**config.mk**
```make
export PLATFORM = sky130hd
export DESIGN_NAME = cnn_stage_sequencer
export DESIGN_NICKNAME = d
export VERILOG_FILES = /design/src/rtl/cnn_seq_pkg.sv /design/src/rtl/stage_watchdog.sv /design/src/rtl/cnn_stage_sequencer.sv
export SDC_FILE = /design/constraint.sdc
export NUM_CORES = 1
export LEC_CHECK = 0
export ABC_AREA = 1
export CAP_MARGIN = 10
export CORE_ASPECT_RATIO = 1.1
export CORE_UTILIZATION = 40
export CTS_BUF_LIST = sky130_fd_sc_hd__clkbuf_4
export CTS_CLUSTER_DIAMETER = 30
export CTS_CLUSTER_SIZE = 14
export DETAILED_ROUTE_END_ITERATION = 7
export SYNTH_ARGS = -nofsm -noshare
export SYNTH_HDL_FRONTEND = slang
export SYNTH_SLANG_ARGS = --single-unit
```
**constraint.sdc**
```tcl
create_clock -name clk -period 3.11 [get_ports clk]
set_input_delay 0.622 -clock clk [delete_from_list [all_inputs] [get_ports clk]]
set_output_delay 0.622 -clock clk [all_outputs]
set_load 0.01 [all_outputs]
```
**src/rtl/cnn_seq_pkg.sv**
```systemverilog
// Shared types and constants for the CNN frame-level stage sequencer.
package cnn_seq_pkg;

  localparam int unsigned STAGE_W  = 3;
  localparam int unsigned OWNER_W  = 3;
  localparam int unsigned FRAMES_W = 16;

  typedef enum logic [3:0] {
    S_IDLE,
    S_CONV,
    S_RELU,
    S_POOL,
    S_FLAT,
    S_DENSE,
    S_ARGMAX,
    S_TX_WAIT,
    S_TX,
    S_ERR
  } seq_state_e;

  localparam logic [STAGE_W-1:0] STG_CONV   = 3'd0;
  localparam logic [STAGE_W-1:0] STG_RELU   = 3'd1;
  localparam logic [STAGE_W-1:0] STG_POOL   = 3'd2;
  localparam logic [STAGE_W-1:0] STG_FLAT   = 3'd3;
  localparam logic [STAGE_W-1:0] STG_DENSE  = 3'd4;
  localparam logic [STAGE_W-1:0] STG_ARGMAX = 3'd5;
  localparam logic [STAGE_W-1:0] STG_TX     = 3'd6;

  localparam int unsigned OWN_CONV = 0;
  localparam int unsigned OWN_RELU = 1;
  localparam int unsigned OWN_POOL = 2;

  function automatic logic [OWNER_W-1:0] owner_onehot(input int unsigned idx);
    return OWNER_W'(1) << idx;
  endfunction

  // TX_WAIT reports the TX code; idle/error states never time out.
  function automatic logic [STAGE_W-1:0] stage_of(input seq_state_e s);
    logic [STAGE_W-1:0] code;
    code = STG_CONV;
    case (s)
      S_RELU:          code = STG_RELU;
      S_POOL:          code = STG_POOL;
      S_FLAT:          code = STG_FLAT;
      S_DENSE:         code = STG_DENSE;
      S_ARGMAX:        code = STG_ARGMAX;
      S_TX_WAIT, S_TX: code = STG_TX;
      default:         code = STG_CONV;
    endcase
    return code;
  endfunction

endpackage

```
**src/rtl/stage_watchdog.sv**
```systemverilog
// Per-stage cycle watchdog; expired flags the last permitted cycle of a stage.
module stage_watchdog #(
  parameter int unsigned TIMEOUT_CYCLES = 1_048_576
) (
  input  logic clk,
  input  logic reset,
  input  logic restart,
  output logic expired
);

  localparam int unsigned CW = (TIMEOUT_CYCLES > 1) ? $clog2(TIMEOUT_CYCLES) : 1;
  localparam logic [CW-1:0] LAST = CW'(TIMEOUT_CYCLES - 1);

  logic [CW-1:0] cnt;

  // The restart cycle itself counts as cycle 0, so the register reloads with 1.
  always_ff @(posedge clk) begin
    if (reset || restart) begin
      cnt <= CW'(1);
    end else if (cnt != LAST) begin
      cnt <= cnt + CW'(1);
    end
  end

  assign expired = !restart && (cnt == LAST);

endmodule

```
**src/rtl/cnn_stage_sequencer.sv**
```systemverilog
// Frame sequencer: walks each loaded frame through the CNN stages with
// one-frame queueing, per-stage watchdog, buffer ownership and latency stats.
module cnn_stage_sequencer
  import cnn_seq_pkg::*;
#(
  parameter int unsigned TIMEOUT_CYCLES = 1_048_576,
  parameter int unsigned CNT_W          = 32
) (
  input  logic                clk,
  input  logic                reset,
  input  logic                frame_loaded,
  input  logic                conv_done,
  input  logic                relu_done,
  input  logic                pool_done,
  input  logic                flat_done,
  input  logic                dense_done,
  input  logic                argmax_done,
  input  logic                tx_busy,
  input  logic                clear_err,
  output logic                conv_start,
  output logic                relu_start,
  output logic                pool_start,
  output logic                flat_start,
  output logic                dense_start,
  output logic                argmax_start,
  output logic                tx_start,
  output logic [OWNER_W-1:0]  owner,
  output logic                busy,
  output logic                pending,
  output logic                err_timeout,
  output logic                err_overrun,
  output logic [STAGE_W-1:0]  err_stage,
  output logic [CNT_W-1:0]    last_frame_cycles,
  output logic [FRAMES_W-1:0] frames_done
);

  localparam logic [CNT_W-1:0] LAT_MAX = '1;

  seq_state_e       state;
  logic             entry;
  logic             tx_seen;
  logic             expired;
  logic             exit_c;
  logic             in_flight;
  logic [CNT_W-1:0] lat_cnt;

  stage_watchdog #(
    .TIMEOUT_CYCLES(TIMEOUT_CYCLES)
  ) u_watchdog (
    .clk    (clk),
    .reset  (reset),
    .restart(entry),
    .expired(expired)
  );

  assign in_flight = (state != S_IDLE) && (state != S_ERR);

  // Condition that lets the current state advance this cycle.
  always_comb begin
    exit_c = 1'b0;
    case (state)
      S_IDLE:    exit_c = frame_loaded;
      S_CONV:    exit_c = conv_done;
      S_RELU:    exit_c = relu_done;
      S_POOL:    exit_c = pool_done;
      S_FLAT:    exit_c = flat_done;
      S_DENSE:   exit_c = dense_done;
      S_ARGMAX:  exit_c = argmax_done;
      S_TX_WAIT: exit_c = !tx_busy;
      S_TX:      exit_c = tx_seen && !tx_busy;
      S_ERR:     exit_c = clear_err;
      default:   exit_c = 1'b0;
    endcase
  end

  always_ff @(posedge clk) begin
    if (reset) begin
      state             <= S_IDLE;
      entry             <= 1'b0;
      tx_seen           <= 1'b0;
      lat_cnt           <= '0;
      conv_start        <= 1'b0;
      relu_start        <= 1'b0;
      pool_start        <= 1'b0;
      flat_start        <= 1'b0;
      dense_start       <= 1'b0;
      argmax_start      <= 1'b0;
      tx_start          <= 1'b0;
      owner             <= '0;
      busy              <= 1'b0;
      pending           <= 1'b0;
      err_timeout       <= 1'b0;
      err_overrun       <= 1'b0;
      err_stage         <= '0;
      last_frame_cycles <= '0;
      frames_done       <= '0;
    end else begin
      {conv_start, relu_start, pool_start, flat_start,
       dense_start, argmax_start, tx_start} <= '0;
      entry <= 1'b0;
      if (lat_cnt != LAT_MAX) lat_cnt <= lat_cnt + CNT_W'(1);
      if (clear_err) err_overrun <= 1'b0;

      // One frame may wait behind the one in flight; a second is dropped.
      if (in_flight && frame_loaded) begin
        if (pending) err_overrun <= 1'b1;
        else         pending     <= 1'b1;
      end

      if (in_flight && expired && !exit_c) begin
        state       <= S_ERR;
        entry       <= 1'b1;
        owner       <= '0;
        busy        <= 1'b0;
        pending     <= 1'b0;
        err_timeout <= 1'b1;
        err_stage   <= stage_of(state);
      end else if (exit_c) begin
        entry <= 1'b1;
        case (state)
          S_IDLE: begin
            state      <= S_CONV;
            conv_start <= 1'b1;
            owner      <= owner_onehot(OWN_CONV);
            busy       <= 1'b1;
            lat_cnt    <= CNT_W'(1);
          end
          S_CONV: begin
            state      <= S_RELU;
            relu_start <= 1'b1;
            owner      <= owner_onehot(OWN_RELU);
          end
          S_RELU: begin
            state      <= S_POOL;
            pool_start <= 1'b1;
            owner      <= owner_onehot(OWN_POOL);
          end
          S_POOL: begin
            state      <= S_FLAT;
            flat_start <= 1'b1;
            owner      <= '0;
          end
          S_FLAT: begin
            state       <= S_DENSE;
            dense_start <= 1'b1;
          end
          S_DENSE: begin
            state        <= S_ARGMAX;
            argmax_start <= 1'b1;
          end
          S_ARGMAX: state <= S_TX_WAIT;
          S_TX_WAIT: begin
            state    <= S_TX;
            tx_start <= 1'b1;
            tx_seen  <= 1'b0;
          end
          S_TX: begin
            last_frame_cycles <= lat_cnt;
            frames_done       <= frames_done + FRAMES_W'(1);
            pending           <= 1'b0;
            // A queued frame, or one landing right now, starts with no gap.
            if (pending || frame_loaded) begin
              state      <= S_CONV;
              conv_start <= 1'b1;
              owner      <= owner_onehot(OWN_CONV);
              lat_cnt    <= CNT_W'(1);
            end else begin
              state <= S_IDLE;
              busy  <= 1'b0;
            end
          end
          S_ERR: begin
            state       <= S_IDLE;
            err_timeout <= 1'b0;
            err_overrun <= 1'b0;
            err_stage   <= '0;
          end
          default: state <= S_IDLE;
        endcase
      end else if (state == S_TX && tx_busy) begin
        tx_seen <= 1'b1;
      end
    end
  end

endmodule

```
== After elaboration in Yosys (flattened, before gate mapping) ==
Index checks and enable logic that the tools add are counted.

* Mux-type cells: 43
* $mul: 0
* Bitwise logic cells: 2
* Divide/modulo/power cells: 0
* Reduce and logical (&&, ||, !) cells: 27
* Equal/unequal tests: 16
* $add $sub $neg: 3
* $lt $le $gt $ge: 0
* Shifts and indexed selects: 0

{| class="wikitable"
|+ Operator list
! kind !! number
|-
| 32-bit two-way mux || 4
|-
| 32-bit case mux with 2 select lines || 1
|-
| 4-bit case mux with 9 select lines || 1
|-
| 32-bit by 1-bit adder with 32-bit output (second input constant) || 1
|-
| 32-bit != test (second input constant) || 1
|-
| 1-bit two-way mux || 26
|-
| 20-bit by 1-bit adder with 20-bit output (second input constant) || 1
|-
| 20-bit == test (second input constant) || 1
|-
| 20-bit != test (second input constant) || 1
|-
| 3-bit case mux with 6 select lines || 1
|-
| 16-bit by 1-bit adder with 16-bit output (second input constant) || 1
|-
| 4-bit by 3-bit == test with 1-bit output (second input constant) || 4
|-
| 3-bit case mux with 5 select lines || 1
|-
| 3-bit two-way mux || 4
|-
| 3-bit AND reduction || 4
|-
| 1-bit case mux with 10 select lines || 1
|-
| 4-bit by 2-bit == test with 1-bit output (second input constant) || 2
|-
| 4-bit == test (second input constant) || 2
|-
| 4-bit two-way mux || 2
|-
| 2-bit nonzero test || 4
|-
| 1-bit logical AND || 7
|-
| 5-bit nonzero test || 1
|-
| 4-bit by 1-bit == test with 1-bit output (second input constant) || 1
|-
| 4-bit logical NOT || 1
|-
| other kinds (11) || 18
|}

* RAM bits: 0
* Memories: 0
* Bits in registers: 123
* Input bits: 11
* Bits in latches: 0
* Bits in read-only memories: 0
* Logic and storage cells: 112
* Output and inout port bits: 65

== Longest topological paths before layout ==
* Depth after elaboration: 7
* Mapped depth: 12

== Hierarchy ==
From an unflattened synthesis, not the netlist that was laid out.

* Cell total of the unflattened synthesis: 852
* Area, all modules: 5929.4 sq um

{| class="wikitable"
|+ Modules (own cells, without submodules)
! module !! cells an instance !! area each (sq um) !! times used
|-
| cnn_stage_sequencer || 688 || 4777.1 || 1
|-
| stage_watchdog || 164 || 1152.4 || 1
|}

== Worst setup path before layout ==
OpenSTA, ideal clock, no wires.

* Path kind: input -> register
* Start: input port tx_busy
* End: register lat_cnt[5]
* Required time: 2996 ps
* Cell stages on the path: 11
* Arrival: 1575 ps
* Buffers on the path: 1
* Setup slack: 1421 ps
* Path through: inv_1 -> nand2_1 -> nor2_8 -> nor2_1 -> nand2_2 -> nor2_4 -> inv_4 -> nand3_2 -> nand2_4 -> buf_6 -> nor2_2

* Longest elaborated chain between the ends: 6
* Elaborated cells between the ends (all ways): 7
* Classes of those cells: mux (3); reduce/logical (4)

{| class="wikitable"
|+ Ends and longest elaborated chain
! what !! RTL line !! text
|-
| from (decl) || cnn_stage_sequencer.sv:18 || <nowiki>input logic tx_busy,</nowiki>
|-
| 1-bit logical NOT * || cnn_stage_sequencer.sv:69, cnn_stage_sequencer.sv:70 ||
|-
| 1-bit logical AND || cnn_stage_sequencer.sv:70 || <nowiki>S_TX: exit_c = tx_seen && !tx_busy;</nowiki>
|-
| 1-bit case mux with 10 select lines * || cnn_stage_sequencer.sv:61 || <nowiki>case (state)</nowiki>
|-
| 1-bit logical NOT || cnn_stage_sequencer.sv:110 || <nowiki>if (in_flight && expired && !exit_c) begin</nowiki>
|-
| 1-bit logical AND || cnn_stage_sequencer.sv:110 ||
|-
| 32-bit two-way mux * || cnn_stage_sequencer.sv:110 ||
|-
| to (signal assigned) || cnn_stage_sequencer.sv:101 || <nowiki>if (lat_cnt != LAT_MAX) lat_cnt <= lat_cnt + CNT_W'(1);</nowiki>
|-
| to (decl) || cnn_stage_sequencer.sv:45 || <nowiki>logic [CNT_W-1:0] lat_cnt;</nowiki>
|}

Every way passes the cells marked *; elsewhere a longest branch is shown, timed or not.
A chain may end at the register's enable or synchronous reset.

== Final worst setup path ==
* Start: register frames_done[11]
* End: output port frames_done[11]

{| class="wikitable"
|+ RTL lines
! what !! RTL line !! text
|-
| from (decl) || cnn_stage_sequencer.sv:34 || <nowiki>output logic [FRAMES_W-1:0] frames_done</nowiki>
|-
| from (signal assigned) || cnn_stage_sequencer.sv:159 || <nowiki>frames_done <= frames_done + FRAMES_W'(1);</nowiki>
|}

No word-level cell between the ends.

==> results_dict.tcl <==
set metrics [dict create \
    die_h_um 126 \
    core_mm2 0.0134 \
    ios 76 \
    final_layout_size_suffix_gt1_share_pct 7.55 \
    clock_skew_ps 16.3 \
    initial_utilization_pct 41.6 \
    drt_pass1_iterations 5 \
    timing_hold_violations_final 0 \
    hp-class "reg2reg" \
    synth-edff-count 0 \
    grt-ovfl-total 0 \
    cts_root_buffer "clkbuf_4" \
    crit_family "buffers and inverters" \
    clock-sinks 123 \
    pwr-share-seq_pct 46.3 \
    cts-buffers-inserted 17 \
    r2r_start "lat_cnt[0]" \
    clock_path_buffers 2 \
    port_buffers 75 \
    switchingPower_mw 1.13 \
    finalInstanceArea_mm2 0.00682 \
    instances_no_fill 1058 \
    cp.required_ps 2490 \
    slew_violations 0 \
    p_total_mw 3.70 \
    fin_util_pct 50.8 \
    synth_fp_nets 797 \
    areaGrowthSynthToFinish_pct 22.2 \
    power.leakage_nw 2.73 \
    reg2regPathDepth 10 \
    r2r-end "lat_cnt[26]" \
    p_int_mw 2.57 \
    hp-start "owner[1]" \
    synth_area_leaders "dfxtp_1, nor2_1, nand2_1" \
    syn_avg_cell_area_um2 7.13 \
    min_period_over_period_pct 69.8 \
    maxCapViolations 0 \
    drc 0 \
    critPathLaunchType "flop" \
    critical_path.max_stage_delay_ps 570 \
    place_area_mm2 0.00649 \
    clockPowerShare_pct 35.4 \
    ys_seq_elements 123 \
    cts_resized 0 \
    outcome "completed" \
    endpoint_kind "output pin" \
    dieArea_mm2 0.0144 \
    die_x_um 115 \
    ys_top_cells_by_count "nor2_1, nand2_1, dfxtp_1, inv_1, o21ai_0" \
    totalWireLength_um 14600 \
    grt_usage_pct 21.8 \
    worst_path_max_delay_cell "clkdlybuf4s50_1" \
    p_comb_share_pct 18.2 \
    worstSetupPathType "reg2out" \
    setup_viol 0 \
    ys.flop_type "dfxtp_1" \
    cp_max_fo 6 \
    rows 44 \
    ir_worst_vdd_mv 0.274 \
    synth_cell_type_count 38 \
    finalSetupTns_ps 0 \
    htree_num_levels 4 \
    cp.arrival_ps 1550 \
    fin_crit_ps 2170 \
    seq_area_frac_synth_pct 44.1 \
    rsz0062_at_grt "false" \
    cts_setup_buffers 0 \
    holdPathStages 2 \
    grt_pass1_wl_um 24600 \
    clkTransAtPathRegs_ps 120 \
    drt_iter0_drc 274 \
    nets 875 \
    hold_end "owner[1]" \
    cts_tree "yes" \
    timing.fmax_ghz 0.461 \
    wire_per_inst_um 13.8 \
    antenna_found_initial 0 \
    cp_cell_sequence "clkdlybuf4s50_1" \
    slew_headroom_pct 63.5 \
    power.density_mw_per_mm2 543 \
    clk_latency_ps 540 \
    yosys_warnings 0 \
    yosys.area.top_type "dfxtp_1" \
    synth_cells 783 \
    dp.cells 1026 \
    hpwl_um 10800 \
    tightest_slew_ps 543 \
    first_global_vias 5118 \
    hold_buffers 0 \
    gp_congestion 0.911 \
    r2r_slack_ps 960 \
    num_vias 5241 \
    switching_share_pct 30.6 \
    syn_area_mm2 0.00558 \
    synth-async-reset-ratio_pct 0 \
    synth_top_area_share_pct 44.1 \
    avgViaCountPerCell 4.95 \
    antennaDiodeCount 0 \
    ant_nets 0 \
    grt_max_degree 50 \
    cp.buffers_inverters 1 \
    yosysMostFrequentCell "nor2_1" \
]
[layout make-up]
cell class / instances / area (um2)
flip-flops and latches: 123 / 2460
clock buffers: 17 / 128
well taps: 184 / 230
repair buffers: 81 / 796
clock inverters: 15 / 204
multi-input cells: 571 / 2750
fillers: 1420 / 6610
inverters: 67 / 254
[stage by stage]
step                      worst slack, ps  hold WS (ps)
after floorplan                      1420           445
after global placement                611           456
after detailed placement              583           459
after CTS                             887           476
after global routing                  717           492
final                                 939           471
[cells by family after synthesis]
logic type	share of synthesized area [%]
simple gates	33.0
flops	44.1
compound gates	10.3
buf+inv	6.63
xor+xnor	5.33
fa+ha+maj	0.672
[cell usage in the layout, fill, tap and decap left out, drive strengths merged]
cell type	Yosys	final
nor2	192	192
nand2	135	135
dfxtp	123	123
clkdlybuf4s50	0	75
inv	66	66
o21ai	53	53
a21oi	46	46
nand3	40	40
nor3	37	37
xor2	25	25
clkbuf	12	17
clkinv	1	11
nand4	9	9
xnor2	9	9
buf	10	6
bufinv	0	5
a31oi	4	4
nor3b	3	3
nand3b	3	3
ha	3	3
and3	2	2
nor4	2	2
a211oi	2	2
o211ai	2	2
a22oi	1	1
o21a	1	1
or2	1	1
o21bai	1	1
[state kept, by name (all words and copies together) (netlist names), 3 cells and up]
name	cells
frames_done	16
owner	3
u_watchdog.cnt	20
err_stage	3
state	4
last_frame_cycles	32
lat_cnt	32
[worst max path at each step]
stage,startpoint,end,cells after the start
4_1_cts,frames_done[0],frames_done[0],1
3_5_place_dp,tx_busy,lat_cnt[19],11
2_1_floorplan,tx_busy,lat_cnt[5],11
5_1_grt,lat_cnt[0],lat_cnt[29],10
3_3_place_gp,tx_busy,lat_cnt[23],11
6_report,frames_done[11],frames_done[11],1
[power by group through the flow]
stage | logic [mW] | registers [mW] | clock network (mW)
2_1_floorplan | 0.490 | 1.75 | 0
3_3_place_gp | 0.663 | 1.75 | 0
3_5_place_dp | 0.666 | 1.75 | 0
4_1_cts | 0.671 | 1.72 | 1.35
5_1_grt | 0.771 | 1.73 | 1.41
6_report | 0.675 | 1.72 | 1.31
[layer usage]
metal / vias up / share of wire (%) / GRT usage, %
li1: 2690 / - / -
met4: 0 / 2.6 / 9.47
met3: 27 / 4.1 / 4.81
met1: 2410 / 46 / 26.7
met5: - / 0 / 0
met2: 114 / 48 / 36.4
Note: power is estimated with default switching activity, not from simulation.
